--- src/rtl/sweep_generator_pkg.sv ---
// Shared definitions for the staircase sweep generator: code width,
// sequencer state encoding and the saturating step arithmetic.
package sweep_generator_pkg;

    localparam int DAC_WIDTH = 12;

    typedef enum logic [1:0] {
        LOAD = 2'd0,
        RUN  = 2'd1,
        DONE = 2'd2
    } state_t;

    // Moves code by step in the requested direction and pins the result to
    // [0, maxCode] instead of wrapping, so a sweep that overshoots stays at the rail.
    function automatic logic [31:0] clampStep(input logic [31:0] code,
                                              input logic [31:0] step,
                                              input logic        up,
                                              input logic [31:0] maxCode);
        logic [32:0] sum;
        logic [31:0] res;
        if (up) begin
            sum = {1'b0, code} + {1'b0, step};
            res = (sum > {1'b0, maxCode}) ? maxCode : sum[31:0];
        end else begin
            sum = '0;
            res = (step > code) ? 32'd0 : code - step;
        end
        return res;
    endfunction

endpackage

--- src/rtl/sweep_generator_if.sv ---
// Parameter/result bundle between the measurement sequencer (master) and the sweep generator (slave).
// There is no valid/ready: parameters are sampled once on the first step-clock edge after reset release.
interface sweep_generator_if
    import sweep_generator_pkg::*;
#(
    parameter int WIDTH = DAC_WIDTH
);
    logic             i_updirection;
    logic [WIDTH-1:0] i_start;
    logic [WIDTH-1:0] i_step;
    logic [WIDTH-1:0] i_steps;
    logic [WIDTH-1:0] i_repeats;
    logic [WIDTH-1:0] o_result;
    logic             o_stepping;

    modport master (
        output i_updirection, i_start, i_step, i_steps, i_repeats,
        input  o_result, o_stepping
    );

    modport slave (
        input  i_updirection, i_start, i_step, i_steps, i_repeats,
        output o_result, o_stepping
    );
endinterface

--- src/rtl/sweep_generator_hold_counter.sv ---
// Dwell counter: holds each sweep point for holdMax+1 enabled cycles and
// flags the cycle on which the point may advance.
module hold_counter
    import sweep_generator_pkg::*;
#(
    parameter int WIDTH = DAC_WIDTH
) (
    input  logic             clk,
    input  logic             resetN,
    input  logic             enable,
    input  logic [WIDTH-1:0] holdMax,
    output logic             advance
);
    logic [WIDTH-1:0] holdCnt;

    assign advance = enable && (holdCnt >= holdMax);

    always_ff @(posedge clk or negedge resetN) begin
        if (!resetN) begin
            holdCnt <= '0;
        end else if (enable) begin
            if (advance) begin
                holdCnt <= '0;
            end else begin
                holdCnt <= holdCnt + WIDTH'(1);
            end
        end
    end
endmodule

--- src/rtl/sweep_generator.sv ---
// One-shot staircase sweep: loads parameters after reset release, then steps
// o_result by a fixed saturating increment, holding each code R cycles.
module sweep_generator
    import sweep_generator_pkg::*;
#(
    parameter int WIDTH = DAC_WIDTH
) (
    input  logic               i_stepCLK,
    input  logic               i_reset,
    sweep_generator_if.slave   bus,
    output state_t             o_dbgState
);
    state_t           state;
    logic             dirR;
    logic [WIDTH-1:0] stepR;
    logic [WIDTH-1:0] stepsR;
    logic [WIDTH-1:0] holdMaxR;
    logic [WIDTH-1:0] pointCnt;
    logic [WIDTH-1:0] result;
    logic             stepping;
    logic             advance;
    logic [WIDTH-1:0] nextCode;

    assign bus.o_result   = result;
    assign bus.o_stepping = stepping;
    assign o_dbgState     = state;

    assign nextCode = WIDTH'(clampStep(32'(result), 32'(stepR), dirR,
                                       32'({WIDTH{1'b1}})));

    hold_counter #(.WIDTH(WIDTH)) u_holdCounter (
        .clk     (i_stepCLK),
        .resetN  (i_reset),
        .enable  (state == RUN),
        .holdMax (holdMaxR),
        .advance (advance)
    );

    always_ff @(posedge i_stepCLK or negedge i_reset) begin
        if (!i_reset) begin
            state    <= LOAD;
            dirR     <= 1'b0;
            stepR    <= '0;
            stepsR   <= '0;
            holdMaxR <= '0;
            pointCnt <= '0;
            result   <= '0;
            stepping <= 1'b0;
        end else begin
            case (state)
                LOAD: begin
                    dirR     <= bus.i_updirection;
                    stepR    <= bus.i_step;
                    stepsR   <= bus.i_steps;
                    // A repeat count of 0 behaves as 1, so store R-1 with a floor of 0.
                    holdMaxR <= (bus.i_repeats == '0) ? '0 : bus.i_repeats - WIDTH'(1);
                    pointCnt <= '0;
                    result   <= bus.i_start;
                    stepping <= 1'b1;
                    state    <= RUN;
                end
                RUN: begin
                    if (advance) begin
                        if (pointCnt == stepsR) begin
                            stepping <= 1'b0;
                            state    <= DONE;
                        end else begin
                            pointCnt <= pointCnt + WIDTH'(1);
                            result   <= nextCode;
                        end
                    end
                end
                default: begin
                    state <= DONE;
                end
            endcase
        end
    end
endmodule

--- src/flat_wrapper.sv ---
// flat-port wrapper written by rule: the top's interface ports become plain ports
module sweep_generator_flat import sweep_generator_pkg::*;
#(
    parameter int WIDTH = DAC_WIDTH
)
  (i_stepCLK, i_reset, o_dbgState, bus_i_updirection, bus_i_start, bus_i_step, bus_i_steps, bus_i_repeats, bus_o_result, bus_o_stepping);
  sweep_generator_if #(.WIDTH(WIDTH)) bus_i ();
  input  logic i_stepCLK;
  input  logic i_reset;
  output state_t o_dbgState;
  input wire logic [$bits(bus_i.i_updirection)-1:0] bus_i_updirection;
  input wire logic [$bits(bus_i.i_start)-1:0] bus_i_start;
  input wire logic [$bits(bus_i.i_step)-1:0] bus_i_step;
  input wire logic [$bits(bus_i.i_steps)-1:0] bus_i_steps;
  input wire logic [$bits(bus_i.i_repeats)-1:0] bus_i_repeats;
  output wire logic [$bits(bus_i.o_result)-1:0] bus_o_result;
  output wire logic [$bits(bus_i.o_stepping)-1:0] bus_o_stepping;
  assign bus_i.i_updirection = bus_i_updirection;
  assign bus_i.i_start = bus_i_start;
  assign bus_i.i_step = bus_i_step;
  assign bus_i.i_steps = bus_i_steps;
  assign bus_i.i_repeats = bus_i_repeats;
  assign bus_o_result = bus_i.o_result;
  assign bus_o_stepping = bus_i.o_stepping;
  sweep_generator #(.WIDTH(WIDTH)) u_core (.i_stepCLK(i_stepCLK), .i_reset(i_reset), .bus(bus_i), .o_dbgState(o_dbgState));
endmodule
--- config.mk ---
export PLATFORM = sky130hd
export DESIGN_NAME = sweep_generator_flat
export DESIGN_NICKNAME = d
export VERILOG_FILES = /design/src/rtl/sweep_generator_pkg.sv /design/src/rtl/sweep_generator_if.sv /design/src/rtl/sweep_generator_hold_counter.sv /design/src/rtl/sweep_generator.sv /design/src/flat_wrapper.sv
export SDC_FILE = /design/constraint.sdc
export NUM_CORES = 1
export LEC_CHECK = 0
export ABC_AREA = 0
export BUFFER_PORTS_ARGS = -buffer_cell sky130_fd_sc_hd__buf_2
export CAP_MARGIN = 30
export CORE_MARGIN = 2
export CORE_UTILIZATION = 35
export DETAILED_ROUTE_END_ITERATION = 10
export GPL_ROUTABILITY_DRIVEN = 1
export GPL_TIMING_DRIVEN = 0
export SLEW_MARGIN = 0
export SYNTH_ARGS = -nofsm -noshare
export SYNTH_HDL_FRONTEND = slang
export SYNTH_HIERARCHICAL = 1
export SYNTH_SLANG_ARGS = --single-unit
--- constraint.sdc ---
create_clock -name i_stepCLK -period 3.52 [get_ports i_stepCLK]
set_input_delay 0.88 -clock i_stepCLK [delete_from_list [all_inputs] [get_ports i_stepCLK]]
set_output_delay 0.88 -clock i_stepCLK [all_outputs]
set_load 0.01 [all_outputs]
==> impl_results.md, run 1 <==
- Syn Nets: 686
- Flops & latches, synth: 76
- Worst Path Arrival: 3.33 ns
- Via/cell ratio: 5.27
- Critical path type: reg -> reg
- Crit Path Max Fanout: 6
- Clk sinks: 76
- Die width: 125 um
- GRT overflow: 0
- Post-synth EDFFs: 0
- Core outline area: 14,400 um2
- Ratio of cells with drive above 1 in the final layout: 16.6%
- Initial Util: 35.7%
- Num rows: 44
- Most frequent CP cell: inv_1
- Area grow syn2layout: 17.9%
- Endpoint class of the critical path: flip-flop
- DRT iter0 DRCs: 247
- Comb pwr share: 42.5%
- Antenna-violating nets left: 0
- Largest net degree at the start of global routing: 56
- CP cell instances: inv_1 -> ha_1 -> inv_1 -> fa_1 -> a21o_1 -> a221oi_4 -> a311oi_4 -> a21oi_1 -> o221a_1 -> o21ai_1 -> a22o_1
- Syn avg cell area: 8.66 um2
- Clk_lat worst skew: 0.34 ns
- Post-Synthesis Cells: 594
- Post-DP HPWL: 10,400 um
- Vias: 4,536
- Outcome: finished, final reports clean
- Slew @ Worst Pin: 0.863 ns
- Worst Skew: 0.00804 ns
- Design Power: 3.86 mW
- Hold Crit Class: in -> async
- Slowest library cell on the worst path: a21oi_1
- DR WL/cell: 16.0 um
- Crit-path max cell delay: 0.52 ns
- Drt drc: 0
- H-tree depth: 3
- Pleak: 2.83 nW
- # nets final: 763
- Setup TNS: 0 ns
- R2R Setup Slk: 0.42 ns
- Final slew viol count: 0
- Most used DFF post-synth: dfrtp_1
- Flop pwr share: 30.4%
- VDD IR max: 0.285 mV
- Setup violators final: 0
- RSZ-0062 raised after global routing: no
- Clock Tree Buf Depth: 2
- Pre-antenna DRT Iters: 5
- First-pass GRT wire length: 22,600 um
- Number of buffers created by CTS: 9
- Die H: 125 um
- Clock Tree Root: clkbuf_16
- Int Pwr: 2.36 mW
- Cts hold-fix bufs: 0
- Post-Syn Area: 5140 um2
- FMAX: 323 MHz
- Worst-path clk slew: 0.06 ns
- Clk pwr share: 27.1%
- I/O Buffers: 65
- Number of global-route vias before repair: 4,547
- Switching Power: 1.51 mW
- Initial antenna violation count: 0
- Worst EP required: 3.75 ns
- Post-CTS Resized: 0
- Hold Fails Final Rpt: 0
- Synth async-reset ratio: 100%
- FILL cells: 1,492
- Period utilization: 88.1%
- PwrDens: 637 nW/um2
- Fin crit period: 3.10 ns
- Met2 usage: 29.2%
- I/O pin count: 66
- Setup repair bufs after CTS: 0
- Global route hottest layer: met2
- Yosys cell types: 66
- GP Congestion: 0.855
- Final wirelength: 13,800 um
- Yosys warning count: 6
- Tot GR Track Use: 17.9%
- Slew headroom: 42.0%
- Met1 usage: 24.4%
- Max-cap violations: 0
- Diodes inserted: 0
- Register area share after synthesis: 37.0%
- Die area: 15,700 um2
- CTS tree: built
- Fin util: 42.0%
- Sw frac: 39.0%
- Startpoint Class: flip-flop
- GR Util met3: 2.70%
[kinds of logic (layout without fill, tap and decap cells)]
group | Yosys count | in the layout | share of synthesized area [%]
buffers and inverters | 66 | 148 | 5.35
multiplexers | 5 | 5 | 0.997
AND/OR/NAND/NOR | 217 | 217 | 19.2
XOR/XNOR | 43 | 43 | 7.32
flip-flops | 76 | 76 | 37.0
AO/OA/AOI/OAI | 146 | 146 | 19.8
adder cells (fa/ha/maj) | 41 | 41 | 10.3
[stage by stage]
stage	setup slack, ns	hold slack, ns	cell area [um2]	std cells
after global routing	0.227	0.456	6060	860
after global placement	0.477	0.473	5700	843
after floorplan	0.923	0.450	5140	594
after CTS	0.424	0.446	6060	860
after detailed placement	0.474	0.475	5730	844
final	0.420	0.438	6060	860
[layout make-up]
cell class              instances  area [um2]  area share (%)
plain buffers                  23         114            1.88
inverters                      43         161            2.66
clock buffers                  10         239            3.94
well taps                     184         230            3.80
multi-input cells             452        2970            48.9
repair buffers                 66         355            5.86
flip-flops and latches         76        1900            31.4
clock inverters                 6        96.3            1.59
[state kept, by name, summed over array words and instances (netlist names)]
name and count:
u_core/bus.o_result 12, u_core/bus.o_stepping 1, u_core/dirR 1, u_core/holdMaxR 12, u_core/o_dbgState 2, u_core/pointCnt 12
u_core/stepR 12, u_core/stepsR 12, u_core/u_holdCounter/holdCnt 12
[cell usage after synthesis, types with 2 or more instances]
cell        n  share of area [%]
a211oi_1    5               0.73
a21boi_0    3               0.44
a21o_1      9                1.3
a21oi_1    31                3.0
a22o_1      2               0.34
a311oi_1    3               0.51
a31oi_1     4               0.49
and2_1      3               0.36
and3_1      8               0.97
buf_2       6               0.58
buf_4       3               0.44
clkbuf_1   12               0.88
dfrtp_1    76                 37
fa_1        2               0.78
ha_1       39                9.5
inv_1      42                3.1
mux2i_1     4               0.78
nand2_1    98                7.2
nand2b_1    5               0.61
nand3_1     5               0.49
nand4_1    10                1.2
nor2_1     50                3.6
nor2b_1     6               0.73
nor3_1     14                1.4
nor4_1      4               0.49
o2111ai_1   2               0.34
o211ai_1    5               0.73
o21a_1      2               0.29
o21ai_0    44                4.3
o21ai_1     3               0.29
o21bai_1    4               0.58
o22ai_1     6               0.73
o311ai_0    2               0.34
o31ai_1     4               0.58
or2_2       2               0.24
or3_1       5               0.61
xnor2_1    33                5.6
xor2_1     10                1.7
[layout by cell type (no fill, tap or decap), drive strengths merged, types with 6 or more instances in the layout]
| cell type | count |
|---|---|
| nor2b | 6 |
| and3 | 9 |
| buf | 76 |
| o22ai | 6 |
| nor3 | 16 |
| inv | 43 |
| nor2 | 51 |
| a21o | 10 |
| a21oi | 31 |
| nand4 | 10 |
| xor2 | 10 |
| dfrtp | 76 |
| xnor2 | 33 |
| clkbuf | 23 |
| nand2 | 98 |
| o21ai | 47 |
| ha | 39 |
[power by group through the flow]
| stage | clock [mW] | combinational (mW) | sequential, mW |
|---|---|---|---|
| floorplan | 0 | 1.18 | 1.18 |
| global placement | 0 | 1.58 | 1.18 |
| detailed placement | 0 | 1.61 | 1.19 |
| CTS | 1.06 | 1.63 | 1.17 |
| global route | 1.11 | 1.83 | 1.20 |
| finish | 1.05 | 1.64 | 1.17 |
[metal layers]
metal  wire, um  vias to the layer above
li1           -                     2206
met1       6590                     2195
met2       6380                      120
met3        567                       15
met4        247                        0
met5          0                        -
[final timing paths]
kind,from,end,depth (start not counted)
worst max register to register,u_core/bus.o_result[0],u_core/bus.o_result[6],11
worst max-delay path,u_core/bus.o_result[0],u_core/bus.o_result[6],11
min in group i_stepCLK,u_core/holdMaxR[11],u_core/holdMaxR[11],2
worst min register to register,u_core/holdMaxR[11],u_core/holdMaxR[11],2
worst min-delay path,i_reset,u_core/bus.o_result[4],1
max in group asynchronous,i_reset,u_core/holdMaxR[0],2
[worst max-delay path, delay by kind of cell, from the launching register on]
kind,cells,cell delay [ns]
buffers and inverters,2,0.14
DFF,1,0.43
adders and majority gates,2,0.57
AOI/OAI and AO/OA,7,1.85
No activity file was read; power rests on OpenSTA's default activity.
==> run 2: changes to the inputs <==
clock period = 2.6 ns   (was 3.52 ns; I/O delays follow)
==> run 2 against run 1 <==
Compared with the run above:
- the run now ends with setup timing left
- register-to-register slack worse by 0.53 ns
- sequential share of layout area down 1.7 points
- total power grew 47%
- design area rose by 5.9%
- clock power rose by 35%
- clock skew about the same
- largest power group unchanged
- first-iteration DRC count is 4.9% higher
- clock-buffer cell count unchanged
- cell count increased by 2.4%
- global-route usage up 0.43 points
- sequential cell count did not move
- non-clock buffer count up 21
==> impl_results.md, run 2 (synthesized netlist as in run 1, its figures left out) <==
- Outcome: finished, violations left
- Failing checks: setup timing
- PwrDens: 884 nW/um2
- Drt drc: 0
- Worst EP required: 2.83 ns
- Cells after DPL: 844
- Area grow syn2layout: 24.8%
- Hold Fails Final Rpt: 0
- DR WL/cell: 16.2 um
- # nets final: 784
- Commonest non-fill, non-tap cell in the layout: nand2_1
- DRT iter0 DRCs: 259
- Post-DP HPWL: 10,400 um
- Fin crit period: 2.71 ns
- Antenna-violating nets left: 0
- Diodes inserted: 0
- Via/cell ratio: 5.23
- Worst-path clk slew: 0.06 ns
- Clock Tree Root: clkbuf_16
- Number of buffers created by CTS: 9
- Largest net degree at the start of global routing: 56
- First-pass GRT wire length: 23,200 um
- Final cell count without fillers: 881
- VDD IR max: 0.369 mV
- Die width: 125 um
- Slew headroom: 41.7%
- Core outline area: 14,400 um2
- Commonest non-fill, non-tap cells in the layout: nand2_1, dfrtp_1, buf_2, nor2_1, inv_1
- I/O Buffers: 65
- Initial antenna violation count: 0
- Clk sinks: 76
- Period utilization: 104%
- I/O pin count: 66
- Hold Crit Class: in -> async
- Die area: 15,700 um2
- GRT overflow: 0
- Clock Tree Buf Depth: 2
- GP Congestion: 0.855
- Fin util: 44.5%
- H-tree depth: 3
- Final wirelength: 14,300 um
- Pleak: 2.99 nW
- Tot GR Track Use: 18.3%
- Num rows: 44
- Initial Util: 35.7%
- Setup violators final: 8
- Clk_lat worst skew: 0.34 ns
- Crit Path Max Fanout: 5
- Hold WS: 0.207 ns
- RSZ-0062 raised after global routing: yes
- Number of global-route vias before repair: 4,621
- Final Worst Setup Slack: -0.107 ns
- Die H: 125 um
- Endpoint class of the critical path: flip-flop
- Worst Path Arrival: 2.94 ns
- FMAX: 369 MHz
- Slew @ Worst Pin: 0.867 ns
- Final slew viol count: 0
- Max-cap violations: 0
- Startpoint Class: flip-flop
- Ratio of cells with drive above 1 in the final layout: 23.8%
- Worst Skew: 0.00778 ns
- Critical path type: reg -> reg
- CTS tree: built
- Vias: 4,611
- Pre-antenna DRT Iters: 4
==> run 2: repair_timing <==
action | 4_1_cts | 5_1_grt
gates cloned | 0 | 0
endpoints found under the setup margin | 24 | 23
pin swaps | 11 | 14
resized for setup | 24 | 31
hold buffers | 0 | 0
setup buffers | 12 | 9
==> run 2: metrics by stage <==
step,total power [mW],cell area (um2),setup slack [ns],TNS (ns)
global route,6.03,6420,-0.155,-0.935
detailed placement,3.79,5730,-0.446,-5.80
global placement,3.73,5700,-0.443,-5.96
floorplan,3.19,5140,0.00293,0
CTS,5.44,6240,-0.125,-0.338
finish,5.67,6420,-0.107,-0.343
==> run 2: path summary, 6_finish.rpt <==
check	from	to	slack (ns)	depth (start not counted)
min reg2reg	u_core/holdMaxR[5]	u_core/holdMaxR[5]	0.48	2
min	i_reset	u_core/bus.o_result[4]	0.21	1
max in group asynchronous	i_reset	u_core/bus.o_stepping	1.82	2
max reg2reg	u_core/bus.o_result[0]	u_core/bus.o_result[6]	-0.11	11
min in group i_stepCLK	u_core/holdMaxR[5]	u_core/holdMaxR[5]	0.48	2
max	u_core/bus.o_result[0]	u_core/bus.o_result[6]	-0.11	11
==> run 2: critical path, cell delays in order (launching register included) <==
cell and delay [ns]:
dfrtp_1 0.42, inv_1 0.08, ha_2 0.19, inv_2 0.04, fa_2 0.37, a21o_1 0.21, a221oi_4 0.32, a311oi_4 0.18
a21o_4 0.28, a221oi_2 0.24, o21ai_1 0.09, a22o_1 0.17
==> run 2: area by class of cell <==
cell class                      instances  area (um2)
Buffer                                 23         131
Clock buffer                           10         239
Clock inverter                          6        96.3
Fill cell                            1448        8000
Inverter                               43         161
Multi-Input combinational cell        452        3140
Sequential cell                        76        1910
Tap cell                              184         230
Timing Repair Buffer                   87         517
==> run 2: layer usage <==
layer	global-route usage [%]	vias up	wire [um]
met5	0	-	0
met4	5.23	0	123
met3	2.48	7	537
met2	30.8	103	6990
met1	24.9	2249	6650
li1	-	2252	-
==> run 2: where the power goes <==
group / switching (mW) / total (mW) / internal (mW)
Sequential: 0.210 / 1.58 / 1.37
Clock: 0.539 / 1.42 / 0.877
Combinational: 1.48 / 2.68 / 1.19
==> run 3: changes to the inputs <==
CORE_UTILIZATION = 45   (was 35)
PLACE_DENSITY = 0.67   (was not set)
==> run 3 against run 2 <==
Compared with the run above:
- the flow still finishes with violations (setup timing)
- non-clock buffer count rose by 5
- register-to-register slack barely moved
- global-route usage rose by 4.4 points
- sequential share of layout area fell by 0.24 points
- worst hold slack got worse by 0.0024 ns
- fmax fell by 0.37%
- cell count fell by 4.1%
- largest power group unchanged
- highest routed layer unchanged
==> impl_results.md, run 3 (synthesized netlist as in run 1, its figures left out) <==
- RR Startpoint: u_core/bus.o_result[0]
- Number of global-route vias before repair: 4,624
- Clk_lat worst skew: 0.34 ns
- VDD IR max: 0.466 mV
- Slew @ Worst Pin: 0.928 ns
- Commonest non-fill, non-tap cell in the layout: nand2_1
- Outcome: finished, violations left
- Cts hold-fix bufs: 0
- Vias: 4,713
- Worst EP required: 2.82 ns
- Fin crit period: 2.72 ns
- Die width: 111 um
- Clk sinks: 76
- CTS tree: built
- Final Worst Setup Slack: -0.117 ns
- Slew headroom: 37.6%
- I/O pin count: 66
- GRT overflow: 0
- Clock Tree Root: clkbuf_16
- Final wirelength: 14,100 um
- Num rows: 39
- Critical path startpoint: u_core/bus.o_result[0]
- DRT iter0 DRCs: 330
- Crit Path Max Fanout: 4
- Worst Path Arrival: 2.94 ns
- Largest net degree at the start of global routing: 56
- Post-DP HPWL: 9960 um
- Period utilization: 105%
- Hold Fails Final Rpt: 0
- Dpl cell area: 5680 um2
- Worst Skew: 0.00741 ns
- Commonest non-fill, non-tap cells in the layout: nand2_1, dfrtp_1, buf_2, nor2_1, inv_1
- Pleak: 3.02 nW
- Final slew viol count: 0
- Drt drc: 0
- Antenna-violating nets left: 0
- Via/cell ratio: 5.58
- Tot GR Track Use: 22.7%
- Hold Crit Class: in -> async
- Pre-antenna DRT Iters: 5
- Final Cell Area: 6470 um2
- FMAX: 368 MHz
- GP Congestion: 0.885
- PwrDens: 873 nW/um2
- Max-cap violations: 0
- Initial Util: 45.6%
- Worst-path clk slew: 0.06 ns
- Setup violators final: 4
- Diodes inserted: 0
- Area grow syn2layout: 25.8%
- Startpoint Class: flip-flop
- Die H: 111 um
- Die area: 12,300 um2
- H-tree depth: 3
- Number of buffers created by CTS: 9
- I/O Buffers: 65
- Clock Tree Buf Depth: 2
- DR WL/cell: 16.7 um
- Ratio of cells with drive above 1 in the final layout: 25.8%
- First-pass GRT wire length: 22,500 um
- Initial antenna violation count: 0
- Core outline area: 11,300 um2
- # nets final: 789
- Critical path type: reg -> reg
- Dpl ws: -0.440 ns
- Failing checks: setup timing
- RSZ-0062 raised after global routing: yes
- Endpoint class of the critical path: flip-flop
-- run 3: changes by cell type in the layout (fill, tap and decap cells not counted), moves of 2 or more --
cell / delta
a21oi_2: +2
a21oi_1: -3
buf_6: +3
nand2_1: -2
nand2_4: +2
o311ai_2: +2
-- run 3: final cells by class --
cell class | count | area, um2
inverters | 43 | 164
fillers | 1005 | 4800
plain buffers | 23 | 135
clock buffers | 11 | 243
flip-flops and latches | 76 | 1900
multi-input cells | 452 | 3210
repair buffers | 92 | 574
well taps | 143 | 179
clock inverters | 5 | 60.1
-- run 3: critical path: stages (launching register included) --
cell and delay, ns:
dfrtp_1 0.41, inv_1 0.07, ha_2 0.19, inv_2 0.04, fa_2 0.33, a21o_1 0.21
a221oi_4 0.34, a311oi_4 0.19, a21o_4 0.27, a221oi_2 0.28, o21ai_1 0.10, a22o_1 0.18
-- run 3: routing by layer --
metal / share of wire, % / GRT usage [%] / up-vias
met2: 46 / 36.7 / 175
met4: 2.1 / 6.92 / 0
met5: 0 / 0 / -
li1: - / - / 2262
met3: 6.2 / 4.43 / 27
met1: 46 / 31.1 / 2249
-- run 3: what timing repair did --
item / CTS / global route
gates resized for setup: 28 / 48
pin swaps: 14 / 25
endpoints found under the setup margin: 23 / 23
setup buffers: 10 / 19
-- run 3: final timing paths --
kind | end | slack (ns) | depth (start not counted)
worst min register to register | u_core/holdMaxR[8] | 0.49 | 2
worst min-delay path | u_core/bus.o_result[9] | 0.21 | 1
worst max-delay path | u_core/bus.o_result[6] | -0.12 | 11
min in group i_stepCLK | u_core/holdMaxR[8] | 0.49 | 2
worst max register to register | u_core/bus.o_result[6] | -0.12 | 11
max in group asynchronous | u_core/bus.o_result[1] | 1.82 | 2
-- run 3: where the power goes --
part / switching (mW) / internal (mW)
sequential: 0.210 / 1.37
combinational: 1.51 / 1.27
clock: 0.521 / 0.774
-- run 3: stage by stage --
stage / TNS, ns / utilization, % / power [mW] / hold WS [ns] / instances
2_1_floorplan: 0 / - / 3.19 / 0.354 / 594
3_3_place_gp: -4.91 / 50.1 / 3.72 / 0.467 / 802
3_5_place_dp: -5.93 / 50.4 / 3.77 / 0.470 / 803
4_1_cts: -0.189 / 54.6 / 5.30 / 0.212 / 829
5_1_grt: -0.824 / 57.4 / 6.01 / 0.218 / 845
6_report: -0.227 / 57.4 / 5.65 / 0.205 / 845
